$ cat src/rtl/vec_cache_wdb_entry_alloc_if.sv
// Shared vector-cache widths and the allocate/release bundle between the WDB
// entry allocator (master) and the write request crossbar (slave).
package vector_cache_pkg;
  localparam int DB_ENTRY_IDX_WIDTH = 6;
endpackage

interface vec_cache_wdb_entry_alloc_if #(
  parameter int IDX_W = vector_cache_pkg::DB_ENTRY_IDX_WIDTH
);
  logic [3:0]            alloc_vld;
  logic [3:0][IDX_W-1:0] alloc_idx;
  logic [3:0]            alloc_rdy;
  logic [3:0]            rel_vld;
  logic [3:0][IDX_W-1:0] rel_idx;

  modport master (
    output alloc_vld, alloc_idx,
    input  alloc_rdy, rel_vld, rel_idx
  );

  modport slave (
    input  alloc_vld, alloc_idx,
    output alloc_rdy, rel_vld, rel_idx
  );
endinterface

$ cat src/rtl/vec_cache_wdb_entry_alloc.sv
// WDB entry allocator: four independent per-channel free maps, each keeping one
// free entry pre-reserved in a registered output slot and taking entries back on release.
module vec_cache_wdb_entry_alloc
  import vector_cache_pkg::*;
#(
  parameter int  DB_ENTRY_NUM = 64,
  localparam int E            = DB_ENTRY_NUM / 4,
  localparam int LW           = $clog2(E),
  localparam int IDX_W        = DB_ENTRY_IDX_WIDTH,
  localparam int CNT_W        = $clog2(E + 1)
) (
  input  logic                      clk,
  input  logic                      rst,
  vec_cache_wdb_entry_alloc_if.master alloc_if,
  output logic [3:0][CNT_W-1:0]     free_cnt,
  output logic [3:0]                err_illegal_rel
);

  logic [3:0][E-1:0]     free_q, free_d;
  logic [3:0]            vld_q, vld_d;
  logic [3:0][IDX_W-1:0] idx_q, idx_d;
  logic [3:0][CNT_W-1:0] cnt_q, cnt_d;
  logic [3:0]            err_q, err_d;

  logic [3:0][LW-1:0]    pick;
  logic [3:0]            found;
  logic [3:0]            loadable;
  logic [3:0][LW-1:0]    rel_loc;
  logic [3:0]            rel_legal;

  // Reserve looks only at the registered map, so an entry released this cycle
  // cannot be handed out before the next one; the two never touch the same bit.
  always_comb begin
    free_d    = free_q;
    vld_d     = vld_q;
    idx_d     = idx_q;
    err_d     = err_q;
    cnt_d     = '0;
    pick      = '0;
    found     = '0;
    loadable  = '0;
    rel_loc   = '0;
    rel_legal = '0;
    for (int c = 0; c < 4; c++) begin
      for (int i = E - 1; i >= 0; i--) begin
        if (free_q[c][i]) begin
          pick[c]  = LW'(i);
          found[c] = 1'b1;
        end
      end
      loadable[c] = !vld_q[c] || alloc_if.alloc_rdy[c];
      if (loadable[c]) begin
        vld_d[c] = found[c];
        if (found[c]) begin
          free_d[c][pick[c]] = 1'b0;
          idx_d[c]           = {2'(c), pick[c]};
        end
      end

      rel_loc[c]   = alloc_if.rel_idx[c][LW-1:0];
      rel_legal[c] = (alloc_if.rel_idx[c][IDX_W-1 -: 2] == 2'(c)) &&
                     !free_q[c][rel_loc[c]] &&
                     !(vld_q[c] && (alloc_if.rel_idx[c] == idx_q[c]));
      if (alloc_if.rel_vld[c]) begin
        if (rel_legal[c]) begin
          free_d[c][rel_loc[c]] = 1'b1;
        end else begin
          err_d[c] = 1'b1;
        end
      end

      for (int i = 0; i < E; i++) begin
        cnt_d[c] = cnt_d[c] + CNT_W'(free_d[c][i]);
      end
    end
  end

  always_ff @(posedge clk) begin
    if (rst) begin
      free_q <= '1;
      vld_q  <= '0;
      idx_q  <= '0;
      cnt_q  <= {4{CNT_W'(E)}};
      err_q  <= '0;
    end else begin
      free_q <= free_d;
      vld_q  <= vld_d;
      idx_q  <= idx_d;
      cnt_q  <= cnt_d;
      err_q  <= err_d;
    end
  end

  assign alloc_if.alloc_vld = vld_q;
  assign alloc_if.alloc_idx = idx_q;
  assign free_cnt           = cnt_q;
  assign err_illegal_rel    = err_q;

endmodule

$ cat src/flat_wrapper.sv
// flat-port wrapper written by rule: the top's interface ports become plain ports
module vec_cache_wdb_entry_alloc_flat import vector_cache_pkg::*;
#(
  parameter int  DB_ENTRY_NUM = 64,
  localparam int E            = DB_ENTRY_NUM / 4,
  localparam int LW           = $clog2(E),
  localparam int IDX_W        = DB_ENTRY_IDX_WIDTH,
  localparam int CNT_W        = $clog2(E + 1)
)
  (clk, rst, free_cnt, err_illegal_rel, alloc_if_alloc_vld, alloc_if_alloc_idx, alloc_if_alloc_rdy, alloc_if_rel_vld, alloc_if_rel_idx);
  vec_cache_wdb_entry_alloc_if #(.IDX_W((6))) alloc_if_i ();
  input  logic clk;
  input  logic rst;
  output logic [3:0][CNT_W-1:0] free_cnt;
  output logic [3:0] err_illegal_rel;
  output wire logic [$bits(alloc_if_i.alloc_vld)-1:0] alloc_if_alloc_vld;
  output wire logic [$bits(alloc_if_i.alloc_idx)-1:0] alloc_if_alloc_idx;
  input wire logic [$bits(alloc_if_i.alloc_rdy)-1:0] alloc_if_alloc_rdy;
  input wire logic [$bits(alloc_if_i.rel_vld)-1:0] alloc_if_rel_vld;
  input wire logic [$bits(alloc_if_i.rel_idx)-1:0] alloc_if_rel_idx;
  assign alloc_if_alloc_vld = alloc_if_i.alloc_vld;
  assign alloc_if_alloc_idx = alloc_if_i.alloc_idx;
  assign alloc_if_i.alloc_rdy = alloc_if_alloc_rdy;
  assign alloc_if_i.rel_vld = alloc_if_rel_vld;
  assign alloc_if_i.rel_idx = alloc_if_rel_idx;
  vec_cache_wdb_entry_alloc #(.DB_ENTRY_NUM(DB_ENTRY_NUM)) u_core (.clk(clk), .rst(rst), .alloc_if(alloc_if_i), .free_cnt(free_cnt), .err_illegal_rel(err_illegal_rel));
endmodule
$ cat config.mk
export PLATFORM = sky130hd
export DESIGN_NAME = vec_cache_wdb_entry_alloc_flat
export DESIGN_NICKNAME = d
export VERILOG_FILES = /design/src/rtl/vec_cache_wdb_entry_alloc_if.sv /design/src/rtl/vec_cache_wdb_entry_alloc.sv /design/src/flat_wrapper.sv
export SDC_FILE = /design/constraint.sdc
export NUM_CORES = 1
export LEC_CHECK = 0
export CELL_PAD_IN_SITES_DETAIL_PLACEMENT = 2
export CELL_PAD_IN_SITES_GLOBAL_PLACEMENT = 2
export CORE_ASPECT_RATIO = 0.7
export CORE_MARGIN = 2
export CORE_UTILIZATION = 40
export CTS_BUF_LIST = sky130_fd_sc_hd__clkbuf_4 sky130_fd_sc_hd__clkbuf_8
export CTS_CLUSTER_DIAMETER = 150
export CTS_CLUSTER_SIZE = 24
export DETAILED_ROUTE_END_ITERATION = 6
export PLACE_DENSITY = 0.94
export SLEW_MARGIN = 25
export SYNTH_ARGS = -nofsm -noshare
export SYNTH_HDL_FRONTEND = slang
export SYNTH_SLANG_ARGS = --single-unit
$ cat constraint.sdc
create_clock -name clk -period 12.2 [get_ports clk]
set_clock_uncertainty 0.1 [all_clocks]
set_input_delay 2.44 -clock clk [delete_from_list [all_inputs] [get_ports clk]]
set_output_delay 2.44 -clock clk [all_outputs]
set_load 0.01 [all_outputs]
==> run_results.csv <==
group,metric,value,unit
floorplan,dieHeight,123,µm
routing,drc_errors,0,
yosys,netlist_area,0.00813,mm²
power_and_ir_drop,ir_worst_vdd,0.0693,mV
cts,cts_made_buffers,9,
yosys,ys_seq_elements,111,
cts,cts_resized,0,
cells_and_area,n_antenna_cell,0,
yosys,yosys.area_share.simple,19.7,%
grt,grt_pass1_vias,9148,
job,max-cap-violations,0,
setup_path,cp-end-kind,"flip-flop",
place,port_buffers,81,
yosys,synth_top_family_by_area,"compound AO/OA/AOI/OAI gates",
place,dp_hpwl,24700,µm
sta,hold_viol,0,
yosys,yosysWarningCount,0,
sta,finalCritPeriodShare,70.6,%
yosys,synthXorXnorAreaFrac,2.37,%
setup_path,crit_arrival,8.78,ns
cells_and_area,fin_cells,1229,
routing,vias,8474,
cells_and_area,fillCellCount,2145,
cts,hold_buffers,0,
yosys,synth_mux_area_share,5.59,%
cts,clock-sinks,111,
sta,whs,0.374,ns
grt,grt_max_degree,68,
grt,grt_use_total,34.7,%
sta,tightest_slew,1.05,ns
yosys,synth_compound_area_share,25.5,%
floorplan,io_pins,86,
yosys,synth-edff-count,0,
cts,clk_path_buf_depth,2,
cells_and_area,layout_commonest_cell,"dfxtp_1",
place,placed_cells,1213,
cts,root_buffer,"clkbuf_8",
routing,drt_iter0_drc,1139,
yosys,postSynthCellCount,909,
place,pre_cts_ws,3.32,ns
sta,tns,0,ns
setup_path,cp-start-kind,"input pin",
yosys,synth.top_cell.area_share,27.3,%
cells_and_area,drive_gt1_share,8.24,%
yosys,synth-async-reset-ratio,0,%
cts,post_cts_buffers,0,
grt,grt_first_pass_wirelength,56600,µm
floorplan,die_w,174,µm
grt,grt-busiest-layer,"met2",
sta,setup_viol,0,
sta,max_freq,116,MHz
place,dpl-instance-area,0.00906,mm²
cts,htreeDepth,3,
grt,groute.layer.met3.usage,9.26,%
sta,drv_slew,0,
yosys,ys_top_cells_by_area,"dfxtp_1 (27%), fa_1 (9.8%), mux4_2 (4.2%), inv_1 (3.4%), nor2_1 (3.2%)",
cells_and_area,stdcell_area,0.00932,mm²
routing,dr.pass1.iters,6,
yosys,synth_cell_types,94,
yosys,synthAdderAreaFrac,12.9,%
grt,antenna_found_initial,0,
place,gp_congestion,0.921,
floorplan,start_util,41.0,%
power_and_ir_drop,powerDensity,93.1,mW/mm²
power_and_ir_drop,p_leak,3.43,nW
floorplan,fp.coreArea,0.0199,mm²
routing,viasPerCell,6.90,
routing,routed_wl,37000,µm
run_status,status,"complete, no violations",
power_and_ir_drop,power,0.867,mW
cells_and_area,final_nets,1048,
floorplan,num_rows,43,
setup_path,cp_max_fo,18,
grt,met2_usage,56.5,%
sta,finalCriticalPeriod,8.61,ns
sta,slew_headroom,29.9,%
sta,postLayoutSetupSlackWorst,3.59,ns
cells_and_area,area_delta_synth_final,14.6,%
cts,clock_latency,0.42,ns
yosys,yosys.area.top_type,"dfxtp_1",
setup_path,required,12.38,ns
yosys,syn_avg_cell_area,8.95,µm²
cts,path_clk_slew,0.12,ns
cts,cts_tree,"yes",
routing,antenna_left,0,
routing,routedWlPerCell,30.1,µm
setup_path,path_class,"input pin to flip-flop",
cells_and_area,layout_common_cells,"dfxtp_1 (111), clkdlybuf4s50_1 (80), inv_1 (73), nor2_1 (70), nand2_1 (49)",
worst_hold_path,hold_class,"flip-flop to flip-flop",
floorplan,fp.dieArea,0.0215,mm²
sta,rsz0062_at_grt,"no",
cells_and_area,finish.utilization,46.9,%
yosys,synth_seq_area_share,27.3,%
grt,use_met1,44.4,%
yosys,ys.flop_type,"dfxtp_1",
grt,grt-ovfl-total,0,
==> worst max-delay path, stage by stage <==
cell and delay [ns]:
clkdlybuf4s50_1 0.97, xnor2_1 0.17, nand3_1 0.14, o211a_1 0.33, nor4b_2 0.80, a22o_1 0.26, ha_1 0.25, fa_1 0.48
fa_1 0.53, fa_1 0.58, inv_1 0.08, fa_1 0.52, inv_1 0.06, fa_1 0.48, fa_1 0.43, xnor2_1 0.18
nor2_1 0.07
==> metal layers <==
metal  wire, µm  up-vias
met5          0        -
met4       1420        0
met2      16900      586
met1      15000     4277
met3       3710      135
li1           -     3476
==> worst paths after layout <==
kind / from / end / slack [ns] / cells past startpoint
min: u_core.alloc_if.alloc_idx[10] / u_core.alloc_if.alloc_idx[10] / 0.37 / 2
max: alloc_if_rel_idx[9] / u_core.free_cnt[7] / 3.59 / 17
max reg2reg: u_core.free_q[32] / u_core.free_cnt[14] / 6.09 / 15
min reg2reg: u_core.alloc_if.alloc_idx[10] / u_core.alloc_if.alloc_idx[10] / 0.37 / 2
==> kinds of logic (layout without fill, tap and decap cells) <==
kind of cell	count (synthesis)	count (layout)
compound gates	277	277
xor+xnor	22	22
fa+ha+maj	60	60
buf+inv	128	175
flops	111	111
mux	23	23
other cells	1	4
simple gates	287	287
==> area by class of cell <==
type                       instances  area [µm²]  share of cell area [%]
multi-input combinational        673        5390                    57.8
sequential                       111        2220                    23.9
timing repair buffer              86         843                    9.05
tap                              270         338                    3.63
inverter                          73         274                    2.94
clock buffer                      10         138                    1.48
clock inverter                     6         115                    1.24
==> synth_stat cells (8+ instances only) <==
library cell	n
dfxtp_1	111
inv_1	73
nor2_1	70
nand2_1	49
a21oi_1	41
fa_1	40
o31ai_1	35
o21ai_0	32
clkbuf_1	26
nand3_1	26
nor2b_1	25
ha_1	20
a211oi_1	17
nand2b_1	17
nor3_1	16
mux4_2	15
o211ai_1	13
or4_1	13
xnor2_1	13
buf_2	12
a211o_1	11
a21o_1	11
o311ai_0	11
or2_2	10
xor2_1	9
a221o_1	8
nor4_1	8
o22ai_1	8
==> sequential cells by signal (all words and copies together), names as in the netlist <==
register	count
u_core.free_cnt	20
u_core.err_illegal_rel	4
u_core.free_q	64
u_core.alloc_if.alloc_vld	4
u_core.alloc_if.alloc_idx	19
==> power breakdown <==
part	leakage, nW	switching [mW]	internal [mW]
logic	2.40	0.103	0.0755
clock network	0.123	0.152	0.143
registers	0.913	0.0166	0.377
(Power assumes the default switching activity.)
